<file path="config.mk">
export PLATFORM = sky130hd
export DESIGN_NAME = alu_arbiter_flat
export DESIGN_NICKNAME = d
export VERILOG_FILES = /design/src/rtl/alu_arbiter_if.sv /design/src/rtl/alu_arbiter.sv /design/src/flat_wrapper.sv
export SDC_FILE = /design/constraint.sdc
export NUM_CORES = 1
export LEC_CHECK = 0
export CAP_MARGIN = 20
export CORE_AREA = 2 2 137 139
export CTS_CLUSTER_SIZE = 30
export DETAILED_ROUTE_END_ITERATION = 8
export DIE_AREA = 0 0 139 141
export GPL_ROUTABILITY_DRIVEN = 0
export PLACE_DENSITY = 0.68
export SLEW_MARGIN = 20
export SYNTH_ARGS = -nofsm -noshare
export SYNTH_HDL_FRONTEND = slang
export SYNTH_SLANG_ARGS = --single-unit
</file>
<file path="constraint.sdc">
create_clock -name clk -period 2.8 [get_ports clk]
set_clock_uncertainty 0.2 [all_clocks]
set_input_delay 0.28 -clock clk [delete_from_list [all_inputs] [get_ports clk]]
set_output_delay 0.28 -clock clk [all_outputs]
set_load 0.005 [all_outputs]
</file>
<file path="src/rtl/alu_arbiter_if.sv">
// -----------------------------------------------------------------------------
// alu_arbiter_if
// One requester channel of the shared-ALU arbiter: an operation request
// (operands, funct code, shift amount) and the matching result response.
// Each direction uses its own valid/ready handshake.
//
// Signals
//   req_valid    requester -> arbiter   operation present
//   req_ready    arbiter   -> requester operation accepted this cycle
//   req_a/req_b  requester -> arbiter   32-bit operands
//   req_code     requester -> arbiter   6-bit funct code
//   req_shamt    requester -> arbiter   5-bit shift amount
//   resp_valid   arbiter   -> requester result available
//   resp_ready   requester -> arbiter   result consumed
//   resp_result  arbiter   -> requester ALU result (0 on error)
//   resp_error   arbiter   -> requester funct code was illegal
//
// Modports
//   master : requester side
//   slave  : arbiter side
// -----------------------------------------------------------------------------
interface alu_arbiter_if;
   logic        req_valid;
   logic        req_ready;
   logic [31:0] req_a;
   logic [31:0] req_b;
   logic [5:0]  req_code;
   logic [4:0]  req_shamt;
   logic        resp_valid;
   logic        resp_ready;
   logic [31:0] resp_result;
   logic        resp_error;

   modport master (
      output req_valid, req_a, req_b, req_code, req_shamt, resp_ready,
      input  req_ready, resp_valid, resp_result, resp_error
   );

   modport slave (
      input  req_valid, req_a, req_b, req_code, req_shamt, resp_ready,
      output req_ready, resp_valid, resp_result, resp_error
   );
endinterface

</file>
<file path="src/rtl/alu_arbiter.sv">
// -----------------------------------------------------------------------------
// alu_arbiter
// Shares one external combinational 32-bit ALU between two requesters.
// Requests are arbitrated round-robin, the winner's operands are registered
// onto the ALU inputs, the ALU result is captured one cycle later and returned
// on the owner's response channel. Illegal funct codes are answered directly
// with error=1 / result=0 without waiting on the ALU. A saturating counter
// tracks completed (consumed) responses.
//
// Ports
//   clk        in   clock, rising edge
//   reset      in   synchronous, active-high
//   req0/req1  slave modports of alu_arbiter_if (request + response channels)
//   alu_a      out  registered operand A to the ALU
//   alu_b      out  registered operand B to the ALU
//   alu_code   out  registered funct code to the ALU
//   alu_shamt  out  registered shift amount to the ALU
//   alu_out    in   ALU result, combinational from the alu_* outputs
//   busy       out  FSM not idle
//   ops_done   out  completed operations, saturating at all-ones
// -----------------------------------------------------------------------------
module alu_arbiter #(
   parameter int CNT_W = 16
) (
   input  logic             clk,
   input  logic             reset,
   alu_arbiter_if.slave     req0,
   alu_arbiter_if.slave     req1,
   output logic [31:0]      alu_a,
   output logic [31:0]      alu_b,
   output logic [5:0]       alu_code,
   output logic [4:0]       alu_shamt,
   input  logic [31:0]      alu_out,
   output logic             busy,
   output logic [CNT_W-1:0] ops_done
);

   localparam int DATA_W = 32;

   typedef enum logic [1:0] {
      S_IDLE  = 2'd0,
      S_ISSUE = 2'd1,
      S_RESP  = 2'd2
   } state_t;

   // ---------------------------------------------------------------------------
   // Helper functions
   // ---------------------------------------------------------------------------
   function automatic logic f_is_legal(input logic [5:0] code);
      case (code)
         6'h20, 6'h22, 6'h24, 6'h25, 6'h00, 6'h02, 6'h03: return 1'b1;
         default:                                        return 1'b0;
      endcase
   endfunction

   // Increment that sticks at all-ones instead of wrapping.
   function automatic logic [CNT_W-1:0] f_sat_inc(input logic [CNT_W-1:0] v);
      if (&v) begin
         return v;
      end
      return v + {{(CNT_W-1){1'b0}}, 1'b1};
   endfunction

   // ---------------------------------------------------------------------------
   // State
   // ---------------------------------------------------------------------------
   state_t              r_state;
   state_t              w_state_nxt;
   logic                r_ptr;
   logic                r_owner;
   logic [DATA_W-1:0]   r_alu_a;
   logic [DATA_W-1:0]   r_alu_b;
   logic [5:0]          r_alu_code;
   logic [4:0]          r_alu_shamt;
   logic [DATA_W-1:0]   r_result;
   logic                r_error;
   logic [CNT_W-1:0]    r_ops;

   // ---------------------------------------------------------------------------
   // Arbitration: a lone requester wins outright, a tie goes to r_ptr.
   // ---------------------------------------------------------------------------
   logic                w_v0;
   logic                w_v1;
   logic                w_any;
   logic                w_gnt;
   logic [DATA_W-1:0]   w_sel_a;
   logic [DATA_W-1:0]   w_sel_b;
   logic [5:0]          w_sel_code;
   logic [4:0]          w_sel_shamt;
   logic                w_sel_legal;

   assign w_v0        = req0.req_valid;
   assign w_v1        = req1.req_valid;
   assign w_any       = w_v0 | w_v1;
   assign w_gnt       = (w_v0 && w_v1) ? r_ptr : w_v1;
   assign w_sel_a     = w_gnt ? req1.req_a     : req0.req_a;
   assign w_sel_b     = w_gnt ? req1.req_b     : req0.req_b;
   assign w_sel_code  = w_gnt ? req1.req_code  : req0.req_code;
   assign w_sel_shamt = w_gnt ? req1.req_shamt : req0.req_shamt;
   assign w_sel_legal = f_is_legal(w_sel_code);

   // ---------------------------------------------------------------------------
   // FSM next-state and handshake outputs
   // ---------------------------------------------------------------------------
   logic w_accept;
   logic w_capture;
   logic w_done;
   logic w_ready0;
   logic w_ready1;
   logic w_rvalid0;
   logic w_rvalid1;
   logic w_owner_rdy;

   assign w_owner_rdy = r_owner ? req1.resp_ready : req0.resp_ready;

   always_comb begin
      w_state_nxt = r_state;
      w_accept    = 1'b0;
      w_capture   = 1'b0;
      w_done      = 1'b0;
      w_ready0    = 1'b0;
      w_ready1    = 1'b0;
      w_rvalid0   = 1'b0;
      w_rvalid1   = 1'b0;
      case (r_state)
         S_IDLE: begin
            if (w_any) begin
               w_accept    = 1'b1;
               w_ready0    = ~w_gnt;
               w_ready1    = w_gnt;
               // Illegal codes skip the ALU cycle entirely.
               w_state_nxt = w_sel_legal ? S_ISSUE : S_RESP;
            end
         end
         S_ISSUE: begin
            w_capture   = 1'b1;
            w_state_nxt = S_RESP;
         end
         S_RESP: begin
            w_rvalid0 = ~r_owner;
            w_rvalid1 = r_owner;
            if (w_owner_rdy) begin
               w_done      = 1'b1;
               w_state_nxt = S_IDLE;
            end
         end
         default: begin
            w_state_nxt = S_IDLE;
         end
      endcase
   end

   // ---------------------------------------------------------------------------
   // Control registers
   // ---------------------------------------------------------------------------
   always_ff @(posedge clk) begin
      if (reset) begin
         r_state <= S_IDLE;
         r_ptr   <= 1'b0;
         r_owner <= 1'b0;
         r_ops   <= '0;
      end else begin
         r_state <= w_state_nxt;
         if (w_accept) begin
            r_owner <= w_gnt;
            r_ptr   <= ~w_gnt;
         end
         if (w_done) begin
            r_ops <= f_sat_inc(r_ops);
         end
      end
   end

   // ---------------------------------------------------------------------------
   // Operand / result registers
   // ---------------------------------------------------------------------------
   always_ff @(posedge clk) begin
      if (reset) begin
         r_alu_a     <= '0;
         r_alu_b     <= '0;
         r_alu_code  <= '0;
         r_alu_shamt <= '0;
         r_result    <= '0;
         r_error     <= 1'b0;
      end else begin
         if (w_accept) begin
            r_alu_a     <= w_sel_a;
            r_alu_b     <= w_sel_b;
            r_alu_code  <= w_sel_code;
            r_alu_shamt <= w_sel_shamt;
            // Cleared here so an illegal op reports 0; a legal op overwrites
            // it with the ALU output in the ISSUE cycle.
            r_result    <= '0;
            r_error     <= ~w_sel_legal;
         end else if (w_capture) begin
            r_result    <= alu_out;
         end
      end
   end

   // ---------------------------------------------------------------------------
   // Outputs
   // ---------------------------------------------------------------------------
   assign req0.req_ready   = w_ready0;
   assign req1.req_ready   = w_ready1;
   assign req0.resp_valid  = w_rvalid0;
   assign req1.resp_valid  = w_rvalid1;
   assign req0.resp_result = r_result;
   assign req1.resp_result = r_result;
   assign req0.resp_error  = r_error;
   assign req1.resp_error  = r_error;

   assign alu_a     = r_alu_a;
   assign alu_b     = r_alu_b;
   assign alu_code  = r_alu_code;
   assign alu_shamt = r_alu_shamt;
   assign busy      = (r_state != S_IDLE);
   assign ops_done  = r_ops;

endmodule
</file>
<file path="src/flat_wrapper.sv">
// flat-port wrapper written by rule: the top's interface ports become plain ports
module alu_arbiter_flat 
#(
   parameter int CNT_W = 16
)
  (clk, reset, alu_a, alu_b, alu_code, alu_shamt, alu_out, busy, ops_done, req0_req_valid, req0_req_a, req0_req_b, req0_req_code, req0_req_shamt, req0_resp_ready, req0_req_ready, req0_resp_valid, req0_resp_result, req0_resp_error, req1_req_valid, req1_req_a, req1_req_b, req1_req_code, req1_req_shamt, req1_resp_ready, req1_req_ready, req1_resp_valid, req1_resp_result, req1_resp_error);
  alu_arbiter_if req0_i ();
  alu_arbiter_if req1_i ();
  input  logic clk;
  input  logic reset;
  output logic [31:0] alu_a;
  output logic [31:0] alu_b;
  output logic [5:0] alu_code;
  output logic [4:0] alu_shamt;
  input  logic [31:0] alu_out;
  output logic busy;
  output logic [CNT_W-1:0] ops_done;
  input wire logic [$bits(req0_i.req_valid)-1:0] req0_req_valid;
  input wire logic [$bits(req0_i.req_a)-1:0] req0_req_a;
  input wire logic [$bits(req0_i.req_b)-1:0] req0_req_b;
  input wire logic [$bits(req0_i.req_code)-1:0] req0_req_code;
  input wire logic [$bits(req0_i.req_shamt)-1:0] req0_req_shamt;
  input wire logic [$bits(req0_i.resp_ready)-1:0] req0_resp_ready;
  output wire logic [$bits(req0_i.req_ready)-1:0] req0_req_ready;
  output wire logic [$bits(req0_i.resp_valid)-1:0] req0_resp_valid;
  output wire logic [$bits(req0_i.resp_result)-1:0] req0_resp_result;
  output wire logic [$bits(req0_i.resp_error)-1:0] req0_resp_error;
  input wire logic [$bits(req1_i.req_valid)-1:0] req1_req_valid;
  input wire logic [$bits(req1_i.req_a)-1:0] req1_req_a;
  input wire logic [$bits(req1_i.req_b)-1:0] req1_req_b;
  input wire logic [$bits(req1_i.req_code)-1:0] req1_req_code;
  input wire logic [$bits(req1_i.req_shamt)-1:0] req1_req_shamt;
  input wire logic [$bits(req1_i.resp_ready)-1:0] req1_resp_ready;
  output wire logic [$bits(req1_i.req_ready)-1:0] req1_req_ready;
  output wire logic [$bits(req1_i.resp_valid)-1:0] req1_resp_valid;
  output wire logic [$bits(req1_i.resp_result)-1:0] req1_resp_result;
  output wire logic [$bits(req1_i.resp_error)-1:0] req1_resp_error;
  assign req0_i.req_valid = req0_req_valid;
  assign req0_i.req_a = req0_req_a;
  assign req0_i.req_b = req0_req_b;
  assign req0_i.req_code = req0_req_code;
  assign req0_i.req_shamt = req0_req_shamt;
  assign req0_i.resp_ready = req0_resp_ready;
  assign req0_req_ready = req0_i.req_ready;
  assign req0_resp_valid = req0_i.resp_valid;
  assign req0_resp_result = req0_i.resp_result;
  assign req0_resp_error = req0_i.resp_error;
  assign req1_i.req_valid = req1_req_valid;
  assign req1_i.req_a = req1_req_a;
  assign req1_i.req_b = req1_req_b;
  assign req1_i.req_code = req1_req_code;
  assign req1_i.req_shamt = req1_req_shamt;
  assign req1_i.resp_ready = req1_resp_ready;
  assign req1_req_ready = req1_i.req_ready;
  assign req1_resp_valid = req1_i.resp_valid;
  assign req1_resp_result = req1_i.resp_result;
  assign req1_resp_error = req1_i.resp_error;
  alu_arbiter #(.CNT_W(CNT_W)) u_core (.clk(clk), .reset(reset), .req0(req0_i), .req1(req1_i), .alu_a(alu_a), .alu_b(alu_b), .alu_code(alu_code), .alu_shamt(alu_shamt), .alu_out(alu_out), .busy(busy), .ops_done(ops_done));
endmodule
</file>
==> results of run 1 <==
per-stage QoR:
stage / total power [µW] / instance area, µm² / util, % / hold slack [ps] / std cells
final: 5280 / 9430 / 51.6 / 213 / 1137
after global routing: 5520 / 9430 / 51.6 / 199 / 1137
after CTS: 5360 / 9430 / 51.6 / 184 / 1137
after detailed placement: 3090 / 8820 / 48.3 / 261 / 1104
after global placement: 3090 / 8820 / 48.3 / 256 / 1104
after floorplan: 2420 / 5350 / - / 199 / 584
logic make-up after synthesis:
group	after synthesis	share of synthesized area (%)
adder cells (fa/ha/maj)	1	0.234
AO/OA/AOI/OAI	136	20.9
flip-flops	128	47.9
multiplexers	20	4.09
buffers and inverters	137	12.3
AND/OR/NAND/NOR	162	14.6
path summary, 6_finish.rpt:
kind                                   start                     endpoint  slack [ps]  cells past startpoint
setup / recovery           u_core.r_state[1]               req1_req_ready         460                      4
hold / removal                   alu_out[27]  u_core.req0.resp_result[27]         210                      3
hold reg to reg   u_core.req0.resp_result[0]   u_core.req0.resp_result[0]         270                      2
setup reg to reg          u_core.ops_done[3]          u_core.ops_done[13]         580                      4
state kept, by name (all words and copies together), names as in the netlist:
signal / cells
u_core.alu_a: 32
u_core.alu_b: 32
u_core.req0.resp_result: 32
u_core.ops_done: 16
u_core.alu_code: 6
u_core.alu_shamt: 5
u_core.r_state: 2
u_core.r_owner: 1
u_core.r_ptr: 1
u_core.req0.resp_error: 1
tightest hold or removal path: stages:
cell and delay, ps:
sky130_fd_sc_hd__clkdlybuf4s50_1 390, sky130_fd_sc_hd__nand2_1 60, sky130_fd_sc_hd__a21oi_1 50
power by group:
part           leakage (µW)  switching [µW]  total [µW]  internal [µW]
Sequential          0.00105            82.8        2050           1960
Combinational       0.00242             381        1000            624
Clock              0.000289             847        2230           1380
layer usage:
metal	GRT usage, %	vias to the layer above	share of wire [%]
li1	-	2695	-
met1	22.1	2588	40
met2	31.2	237	49
met3	6.83	29	8.4
met4	7.23	0	2.1
met5	0	-	0
repair_timing:
item / in CTS / in global routing
hold buffers: 1 / 0
setup endpoints to repair: 0 / 0
hold endpoints to repair: 2 / 0
layout by cell type, fill, tap and decap left out, types with 2 or more instances in the layout:
master                              n
sky130_fd_sc_hd__a21o_1             3
sky130_fd_sc_hd__nand4_1            2
sky130_fd_sc_hd__buf_4             10
sky130_fd_sc_hd__and3_1             4
sky130_fd_sc_hd__mux2i_1            8
sky130_fd_sc_hd__clkinvlp_4         3
sky130_fd_sc_hd__mux2_2            11
sky130_fd_sc_hd__nor3_1             3
sky130_fd_sc_hd__clkbuf_8           3
sky130_fd_sc_hd__o21a_1             2
sky130_fd_sc_hd__a211oi_1          12
sky130_fd_sc_hd__inv_1             61
sky130_fd_sc_hd__clkbuf_16         17
sky130_fd_sc_hd__clkinv_2           3
sky130_fd_sc_hd__nand3b_1           2
sky130_fd_sc_hd__or4_1              2
sky130_fd_sc_hd__nand2_1           68
sky130_fd_sc_hd__and2_1             2
sky130_fd_sc_hd__clkdlybuf4s50_1  348
sky130_fd_sc_hd__a222oi_1          68
sky130_fd_sc_hd__nand2b_1           6
sky130_fd_sc_hd__bufinv_16          2
sky130_fd_sc_hd__clkinv_4           2
sky130_fd_sc_hd__a21oi_1           37
sky130_fd_sc_hd__nor2_1            40
sky130_fd_sc_hd__nor2b_1           11
sky130_fd_sc_hd__buf_12             2
sky130_fd_sc_hd__o21ai_0            2
sky130_fd_sc_hd__dfxtp_1          128
sky130_fd_sc_hd__inv_6              2
sky130_fd_sc_hd__nand3_1            6
sky130_fd_sc_hd__nor4_1             2
sky130_fd_sc_hd__a2111oi_2          2
sky130_fd_sc_hd__and4_1             3
area by class of cell:
class,count,area [µm²],share of cell area (%)
timing repair buffer,362,3610,38.3
sequential,128,2560,27.2
clock inverter,12,133,1.41
inverter,62,233,2.47
tap,234,293,3.10
clock buffer,20,467,4.95
multi-input combinational,319,2130,22.6
==> reports/results.env, run 1 <==
STATUS='finished, final reports clean'
FIN_TNS_SETUP_PS=0
P_LEAK_uW=0.00376
WORST_PATH_MAX_DELAY_CELL='sky130_fd_sc_hd__clkdlybuf4s50_1'
FINALWORSTPATHREQUIREDPERIOD_PS=2340
GRT_MAX_DEGREE=56
AVGROUTEDWIREPERCELL_UM=16.6
ARRIVAL_PS=1860
DIE_SPAN_X_UM=139
VIAS_PER_CELL=4.88
HOLD_VIOLATIONS=0
FINAL_NET_COUNT=1079
CLOCK_TREE_FROM_TRITONCTS='built'
P_PER_AREA_nW_PER_UM2=560
VDD_DROP_MAX_V=0.000387
ROUTED_WL_MM=18.9
SETUP.WORST_PATH.CLASS='reg -> out'
CTSROOTBUFFERMASTER='sky130_fd_sc_hd__clkbuf_16'
ASYNC_FLOP_SHARE_PCT=0
DRT_FIRST_ITER_VIOLATIONS=494
DP.FINAL_HPWL_MM=13.6
MAX_STAGE_DELAY_PS=580
DETAIL_ROUTE.FIRST_PASS.ITERATIONS=6
MAPPEDNETLISTNETS=773
CTS-ROOT-TO-SINK-BUFFERS=2
AREAGROWTHSYNTHTOFINISH_PCT=76.4
NUMCTSBUFFERS=17
ANTENNA_VIOLATING_NETS_POST_ROUTE=0
YOSYS_MOST_USED_DFF='sky130_fd_sc_hd__dfxtp_1'
TIGHTESTPINTRANSITION_PS=628
FIRST_GLOBAL_VIAS=5431
ANTENNA_CELLS_INSERTED=0
FP.DIEAREA_UM2=19600
DESIGN.CORE.AREA_UM2=18300
SYNTH-WARNING-COUNT=0
LAYOUT.FILLER_CELLS=1710
WORST_EP_REQUIRED_TIME_PS=2320
MAXIMUM_FREQUENCY_FROM_STATIC_TIMING_ANALYSIS_GHz=0.427
POSTLAYOUTSETUPSLACKWORST_PS=459
START_UTIL_PCT=29.3
YS_FF_LATCH=128
CRIT_BUF_INV=2
CRITPATHTOPFAMILY='buffers and inverters'
PLACEMENT.IO_BUFFERS=349
ANTENNA_FOUND_INITIAL=0
CELL_TYPES_WITH_THE_LARGEST_AREA_SHARE_AFTER_SYNTHESIS='sky130_fd_sc_hd__dfxtp_1 (48%), sky130_fd_sc_hd__a222oi_1 (13%), sky130_fd_sc_hd__nand2_1 (4.8%)'
SYNTH_MOST_COMMON_CELL='sky130_fd_sc_hd__dfxtp_1'
OVERFLOW=0
SYN_AREA_PER_CELL_UM2=9.16
SETUP_REPAIR_AFTER_GLOBAL_ROUTING_MISSED_ITS_MARGIN='no'
WORSTPATHMAXFANOUT=5
CTS.REPORTEDPATHS.CLKPINSLEW_PS=60
POST_CTS.REPAIR.SETUP_BUFFERS=0
NUM_ROWS=50
SYNTH.YOSYS.SEQ_AREA_SHARE_PCT=47.9
CRITICAL_PATH_CELL_LIST='nor2_2 > inv_2 > nor3_2 > clkdlybuf4s50_1'
DRC=0
SYNTHTOPCELLSBYCOUNT='sky130_fd_sc_hd__dfxtp_1 (128), sky130_fd_sc_hd__a222oi_1 (68), sky130_fd_sc_hd__nand2_1 (68)'
IO_PINS=350
SYN_INST=584
SLEW_VIOL_FINAL=0
GR-USAGE-ALL-LAYERS_PCT=18.7
CTSHTREEMAXLEVEL=4
TOTAL_NUMBER_OF_VIAS=5549
GRT_PASS1_WL_MM=29.1
CLOCK_LATENCY_PS=410
WORSTSETUPSTARTPOINTTYPE='flip-flop'
SYNTH-EDFF-COUNT=0
POST_SYNTH_INSTANCE_AREA_UM2=5350
DIE_SPAN_Y_UM=141
YOSYS.AREA.TOP_TYPE_SHARE_PCT=47.9
CTS-RESIZED-GATES=0
DETAILEDPLACE.WORSTSLACK_PS=343
CTS.SINK_COUNT=128
MAXSLEWHEADROOM_PCT=58.1
HOLD_PATH_CLASS='in -> reg'
MIN_PERIOD_OVER_PERIOD_PCT=83.6
FINAL_LAYOUT_SIZE_SUFFIX_GT1_SHARE_PCT=7.53
FINALSETUPVIOLATIONS=0
SYNTH_CELL_TYPE_COUNT=51
SYNTHDOMINANTAREACELLTYPE='sky130_fd_sc_hd__dfxtp_1'
CAP_VIOLATIONS=0
TIMING.CRITICAL_PATH.TO_TYPE='primary output'
Note: power is estimated with default switching activity, not from simulation.
==> run 2: changes to the inputs <==
==> constraint.sdc (replaced) <==
create_clock -name clk -period 2.3 [get_ports clk]
set_clock_uncertainty 0.2 [all_clocks]
set_input_delay 0.23 -clock clk [delete_from_list [all_inputs] [get_ports clk]]
set_output_delay 0.23 -clock clk [all_outputs]
set_load 0.005 [all_outputs]
==> run 2 against run 1 <==
Combinational power increased by 25%. Routed wire length unchanged. Non-clock buffer count is 7 higher. Final cell count rose by 0.53%. First-iteration DRC count shrank 2.0%. Sequential share of layout area shrank 0.22 points. Die area unchanged. Register-to-register slack lost 420 ps. Cell area increased by 0.82%. Clock power rose by 21%. Highest routed layer unchanged.
==> reports/results.env, run 2 (synthesized netlist as in run 1, its figures left out) <==
FINALWORSTPATHREQUIREDPERIOD_PS=2180
START_UTIL_PCT=29.3
ARRIVAL_PS=1750
SETUP.WORST_PATH.CLASS='reg -> out'
FIN_TNS_SETUP_PS=0
GR-USAGE-ALL-LAYERS_PCT=18.6
TIMING_STARTPOINT_OF_THE_CRITICAL_PATH='u_core.r_state[1]'
DIE_SPAN_Y_UM=141
WORST_EP_REQUIRED_TIME_PS=1870
CTSROOTBUFFERMASTER='sky130_fd_sc_hd__clkbuf_16'
ANTENNA_CELLS_INSERTED=0
PLACED_CELL_AREA_UM2=8910
NUMCTSBUFFERS=17
HOLD_PATH_CLASS='in -> reg'
CRIT_END='req1_resp_valid'
FINALSETUPVIOLATIONS=0
DETAILEDPLACE.WORSTSLACK_PS=78.2
FINAL_HOLD_SLACK_PS=117
COMBINED_AREA_OF_THE_MULTI_INPUT_LOGIC_CELLS_UM2=2140
HOLD_VIOLATIONS=0
DESIGN.CORE.AREA_UM2=18300
ROUTED_WL_MM=18.9
PLACEMENT.IO_BUFFERS=349
DETAIL_ROUTE.FIRST_PASS.ITERATIONS=7
CAP_VIOLATIONS=0
FP.DIEAREA_UM2=19600
MAXIMUM_FREQUENCY_FROM_STATIC_TIMING_ANALYSIS_GHz=0.459
TOTAL_NUMBER_OF_VIAS=5553
DRC=0
HOLDBUFCOUNTCTS=0
FINAL-SEQ-AREA_UM2=2560
P_LEAK_uW=0.00380
VDD_DROP_MAX_V=0.000488
CRITICAL_PATH_CELL_LIST='and2b_2 > and2_1 > clkdlybuf4s50_1'
POSTLAYOUTSETUPSLACKWORST_PS=120
DRT_FIRST_ITER_VIOLATIONS=484
WORSTPATHMAXFANOUT=7
OVERFLOW=0
LEADING_CELL_TYPES_IN_THE_LAYOUT_FILL_AND_TAPS_EXCLUDED='sky130_fd_sc_hd__clkdlybuf4s50_1 (348), sky130_fd_sc_hd__dfxtp_1 (128), sky130_fd_sc_hd__nand2_1 (68), sky130_fd_sc_hd__a222oi_1 (68), sky130_fd_sc_hd__inv_1 (61)'
POST_CTS.REPAIR.SETUP_BUFFERS=0
GRT_PASS1_WL_MM=29.1
MAXSLEWHEADROOM_PCT=65.5
STATUS='finished, final reports clean'
TIMING.CRITICAL_PATH.TO_TYPE='primary output'
RRSETUPSLACK_PS=160
CTS-ROOT-TO-SINK-BUFFERS=2
DP.FINAL_HPWL_MM=14.0
FIRST_GLOBAL_VIAS=5354
AVGROUTEDWIREPERCELL_UM=16.5
LAYOUT.CELL_AREA.NON_FILLER_UM2=9510
SETUP_REPAIR_AFTER_GLOBAL_ROUTING_MISSED_ITS_MARGIN='no'
IO_PINS=350
P_PER_AREA_nW_PER_UM2=676
CTSHTREEMAXLEVEL=4
SLEW_VIOL_FINAL=0
CTS.REPORTEDPATHS.CLKPINSLEW_PS=60
ANTENNA_VIOLATING_NETS_POST_ROUTE=0
FINAL_LAYOUT_SIZE_SUFFIX_GT1_SHARE_PCT=8.25
FINAL_COMMON_CELL='sky130_fd_sc_hd__clkdlybuf4s50_1'
MIN_PERIOD_OVER_PERIOD_PCT=94.8
FINALCOREUTILIZATION_PCT=52.1
ANTENNA_FOUND_INITIAL=0
CLOCK_LATENCY_PS=410
CTS.SINK_COUNT=128
LAYOUT.FILLER_CELLS=1723
MAX_STAGE_DELAY_PS=510
NUM_ROWS=50
R2R_END='u_core.ops_done[12]'
WORST_PATH_MAX_DELAY_CELL='sky130_fd_sc_hd__clkdlybuf4s50_1'
VIAS_PER_CELL=4.86
TIGHTESTPINTRANSITION_PS=516
R2R-START='u_core.ops_done[0]'
GRT_MAX_DEGREE=55
DIE_SPAN_X_UM=139
CLOCK_TREE_FROM_TRITONCTS='built'
AREAGROWTHSYNTHTOFINISH_PCT=77.8
WORSTSETUPSTARTPOINTTYPE='flip-flop'
WORST_R2R_PATH_DEPTH=5
FINAL_NET_COUNT=1086
run 2: report_power, final:
part / switching [µW] / internal (µW)
sequential: 100 / 2390
clock: 994 / 1700
combinational: 470 / 777
run 2: worst max-delay path: cells and delay by family, from the launching register on:
kind,cells,cell delay [ps]
buffers and inverters,1,510
flip-flops,1,420
AND/OR/NAND/NOR,2,400
run 2: through the flow:
step	power (µW)	instances
after floorplan	2940	584
after CTS	6510	1143
after global placement	3780	1112
after detailed placement	3790	1112
final	6430	1143
after global routing	6730	1143
run 2: worst min-delay path by stage:
stage / endpoint / cells past startpoint / startpoint / slack, ps
global placement: u_core.req0.resp_result[23] / 2 / u_core.req0.resp_result[23] / 260
detailed placement: u_core.req0.resp_result[27] / 2 / u_core.req0.resp_result[27] / 260
global route: u_core.alu_b[28] / 3 / reset / 110
floorplan: u_core.alu_a[0] / 2 / req0_req_a[0] / 150
finish: u_core.alu_a[31] / 3 / reset / 120
CTS: u_core.alu_a[31] / 3 / reset / 90
run 2: repair_timing:
item                       CTS  global route
gates resized for setup      1             1
setup endpoints to repair    1             1
pin swaps                    0             1
hold endpoints to repair     0             0
run 2: area by class of cell:
cell class / instances / area share (%)
Clock buffer: 21 / 5.05
Clock inverter: 10 / 1.16
Inverter: 62 / 2.45
Multi-Input combinational cell: 319 / 22.5
Sequential cell: 128 / 26.9
Tap cell: 234 / 3.08
Timing Repair Buffer: 369 / 38.8
run 2: layer usage:
metal | global-route usage [%] | wire length [µm] | up-vias
met5 | 0 | 0 | -
met4 | 6.59 | 273 | 0
met3 | 6.18 | 1420 | 23
met2 | 31.7 | 9460 | 223
met1 | 22.0 | 7760 | 2604
li1 | - | - | 2703
==> run 3: changes to the inputs <==
--- a/config.mk
+++ b/config.mk
@@ -11,8 +11,9 @@
 export DETAILED_ROUTE_END_ITERATION = 8
 export DIE_AREA = 0 0 139 141
 export GPL_ROUTABILITY_DRIVEN = 0
+export HOLD_SLACK_MARGIN = 0.02
 export PLACE_DENSITY = 0.68
-export SLEW_MARGIN = 20
+export SETUP_SLACK_MARGIN = 0.15
 export SYNTH_ARGS = -nofsm -noshare
 export SYNTH_HDL_FRONTEND = slang
 export SYNTH_SLANG_ARGS = --single-unit
==> run 3 against run 2 <==
Setup slack better by 96 ps. Sequential cell count unchanged. Via count rose by 1.0%. Sequential power is essentially flat. Sequential share of layout area about the same. First-iteration DRC count shrank 4.1%. Critical path type unchanged.
==> reports/results.env, run 3 (synthesized netlist as in run 1, its figures left out) <==
STATUS='finished, final reports clean'
VDD_DROP_MAX_V=0.000486
DETAIL_ROUTE.FIRST_PASS.ITERATIONS=6
DIE_SPAN_Y_UM=141
FINALSETUPVIOLATIONS=0
HOLD_PATH_CLASS='in -> reg'
HOLD_VIOLATIONS=0
LAYOUT.FILLER_CELLS=1721
SLEW_VIOL_FINAL=0
DRT_FIRST_ITER_VIOLATIONS=464
CTS.REPORTEDPATHS.CLKPINSLEW_PS=60
FIN_TNS_SETUP_PS=0
DP.FINAL_HPWL_MM=14.0
ROUTED_WL_MM=19.0
CLOCK_LATENCY_PS=410
GRT_MAX_DEGREE=55
FINAL_COMMON_CELL='sky130_fd_sc_hd__clkdlybuf4s50_1'
PLACEMENT.IO_BUFFERS=349
ANTENNA_VIOLATING_NETS_POST_ROUTE=0
TIMING.CRITICAL_PATH.TO_TYPE='primary output'
SETUP_REPAIR_AFTER_GLOBAL_ROUTING_MISSED_ITS_MARGIN='no'
FINALCOREUTILIZATION_PCT=52.3
FP.DIEAREA_UM2=19600
POSTLAYOUTSETUPSLACKWORST_PS=216
GRT_PASS1_WL_MM=29.1
HOLD_PATH_STARTPOINT='reset'
CTS-ROOT-TO-SINK-BUFFERS=2
TIGHTESTPINTRANSITION_PS=427
WORSTSETUPSTARTPOINTTYPE='flip-flop'
NUMCTSBUFFERS=17
FINAL_NET_COUNT=1089
CTS.SINK_COUNT=128
FINALWORSTPATHREQUIREDPERIOD_PS=2080
R2R-START='u_core.ops_done[0]'
HOLDBUFCOUNTCTS=0
CLOCK_TREE_FROM_TRITONCTS='built'
ARRIVAL_PS=1650
GR-USAGE-ALL-LAYERS_PCT=18.7
MIN_PERIOD_OVER_PERIOD_PCT=90.6
DRC=0
MAXIMUM_FREQUENCY_FROM_STATIC_TIMING_ANALYSIS_GHz=0.480
START_UTIL_PCT=29.3
OVERFLOW=0
IO_PINS=350
DETAILEDPLACE.WORSTSLACK_PS=78.2
AREAGROWTHSYNTHTOFINISH_PCT=78.5
FINAL_HOLD_SLACK_PS=115
WORSTPATHMAXFANOUT=5
SETUP.WORST_PATH.CLASS='reg -> out'
DIE_SPAN_X_UM=139
CTSHTREEMAXLEVEL=4
NUM_ROWS=50
CTSROOTBUFFERMASTER='sky130_fd_sc_hd__clkbuf_16'
LEADING_CELL_TYPES_IN_THE_LAYOUT_FILL_AND_TAPS_EXCLUDED='sky130_fd_sc_hd__clkdlybuf4s50_1 (347), sky130_fd_sc_hd__dfxtp_1 (126), sky130_fd_sc_hd__nand2_1 (68), sky130_fd_sc_hd__a222oi_1 (68), sky130_fd_sc_hd__inv_1 (61)'
FIRST_GLOBAL_VIAS=5367
AVGROUTEDWIREPERCELL_UM=16.6
WORST_EP_REQUIRED_TIME_PS=1870
FINAL_LAYOUT_SIZE_SUFFIX_GT1_SHARE_PCT=9.10
TIMING_STARTPOINT_OF_THE_CRITICAL_PATH='u_core.r_state[1]'
P_PER_AREA_nW_PER_UM2=674
CAP_VIOLATIONS=0
VIAS_PER_CELL=4.89
FINAL-SEQ-AREA_UM2=2570
ANTENNA_CELLS_INSERTED=0
P_LEAK_uW=0.00381
MAXSLEWHEADROOM_PCT=71.3
ANTENNA_FOUND_INITIAL=0
TOTAL_NUMBER_OF_VIAS=5609
COMBINED_AREA_OF_THE_MULTI_INPUT_LOGIC_CELLS_UM2=2150
DESIGN.CORE.AREA_UM2=18300
## run 3: routing by layer
metal  track usage [%]  routed length, µm  vias to the layer above
li1                  -                  -                     2711
met5                 0                  0                        -
met2              31.8               9500                      241
met4              6.59                314                        0
met3              6.18               1450                       24
met1              22.1               7750                     2633
## run 3: worst paths after layout
path                                 to  slack, ps  depth (start not counted)
min reg2reg  u_core.req0.resp_result[0]        270                          2
max reg2reg         u_core.ops_done[12]        290                          5
min                    u_core.alu_b[24]        110                          3
max                      req0_req_ready        220                          3
## run 3: area by class of cell
class                           count  area share [%]
Sequential cell                   128            26.9
Clock inverter                     10            1.15
Multi-Input combinational cell    319            22.5
Clock buffer                       21            5.03
Tap cell                          234            3.07
Inverter                           62            2.44
Timing Repair Buffer              372            38.9
## run 3: power breakdown
| group | switching [µW] | total, µW | internal [µW] | leakage, µW |
|---|---|---|---|---|
| Sequential | 99.6 | 2490 | 2390 | 0.00105 |
| Combinational | 472 | 1260 | 784 | 0.00248 |
| Clock | 991 | 2690 | 1700 | 0.000283 |
| Total | 1560 | 6430 | 4870 | 0.00381 |
## run 3: worst max-delay path, stage by stage (launching register included)
cell and delay [ps]:
sky130_fd_sc_hd__dfxtp_4 360, sky130_fd_sc_hd__nor2_4 160, sky130_fd_sc_hd__and3_4 220, sky130_fd_sc_hd__clkdlybuf4s50_1 510
## run 3: timing repair
item                                    in CTS  in global routing
setup buffers                                2                  1
resized for setup                            4                  4
pin swaps                                    0                  1
endpoints found under the setup margin       4                  8
## run 3: metrics by stage
step	cells	area, µm²	total power (µW)
2_1_floorplan	584	5350	2940
3_3_place_gp	1112	8910	3780
3_5_place_dp	1112	8910	3790
4_1_cts	1145	9530	6520
5_1_grt	1146	9550	6740
6_report	1146	9550	6430
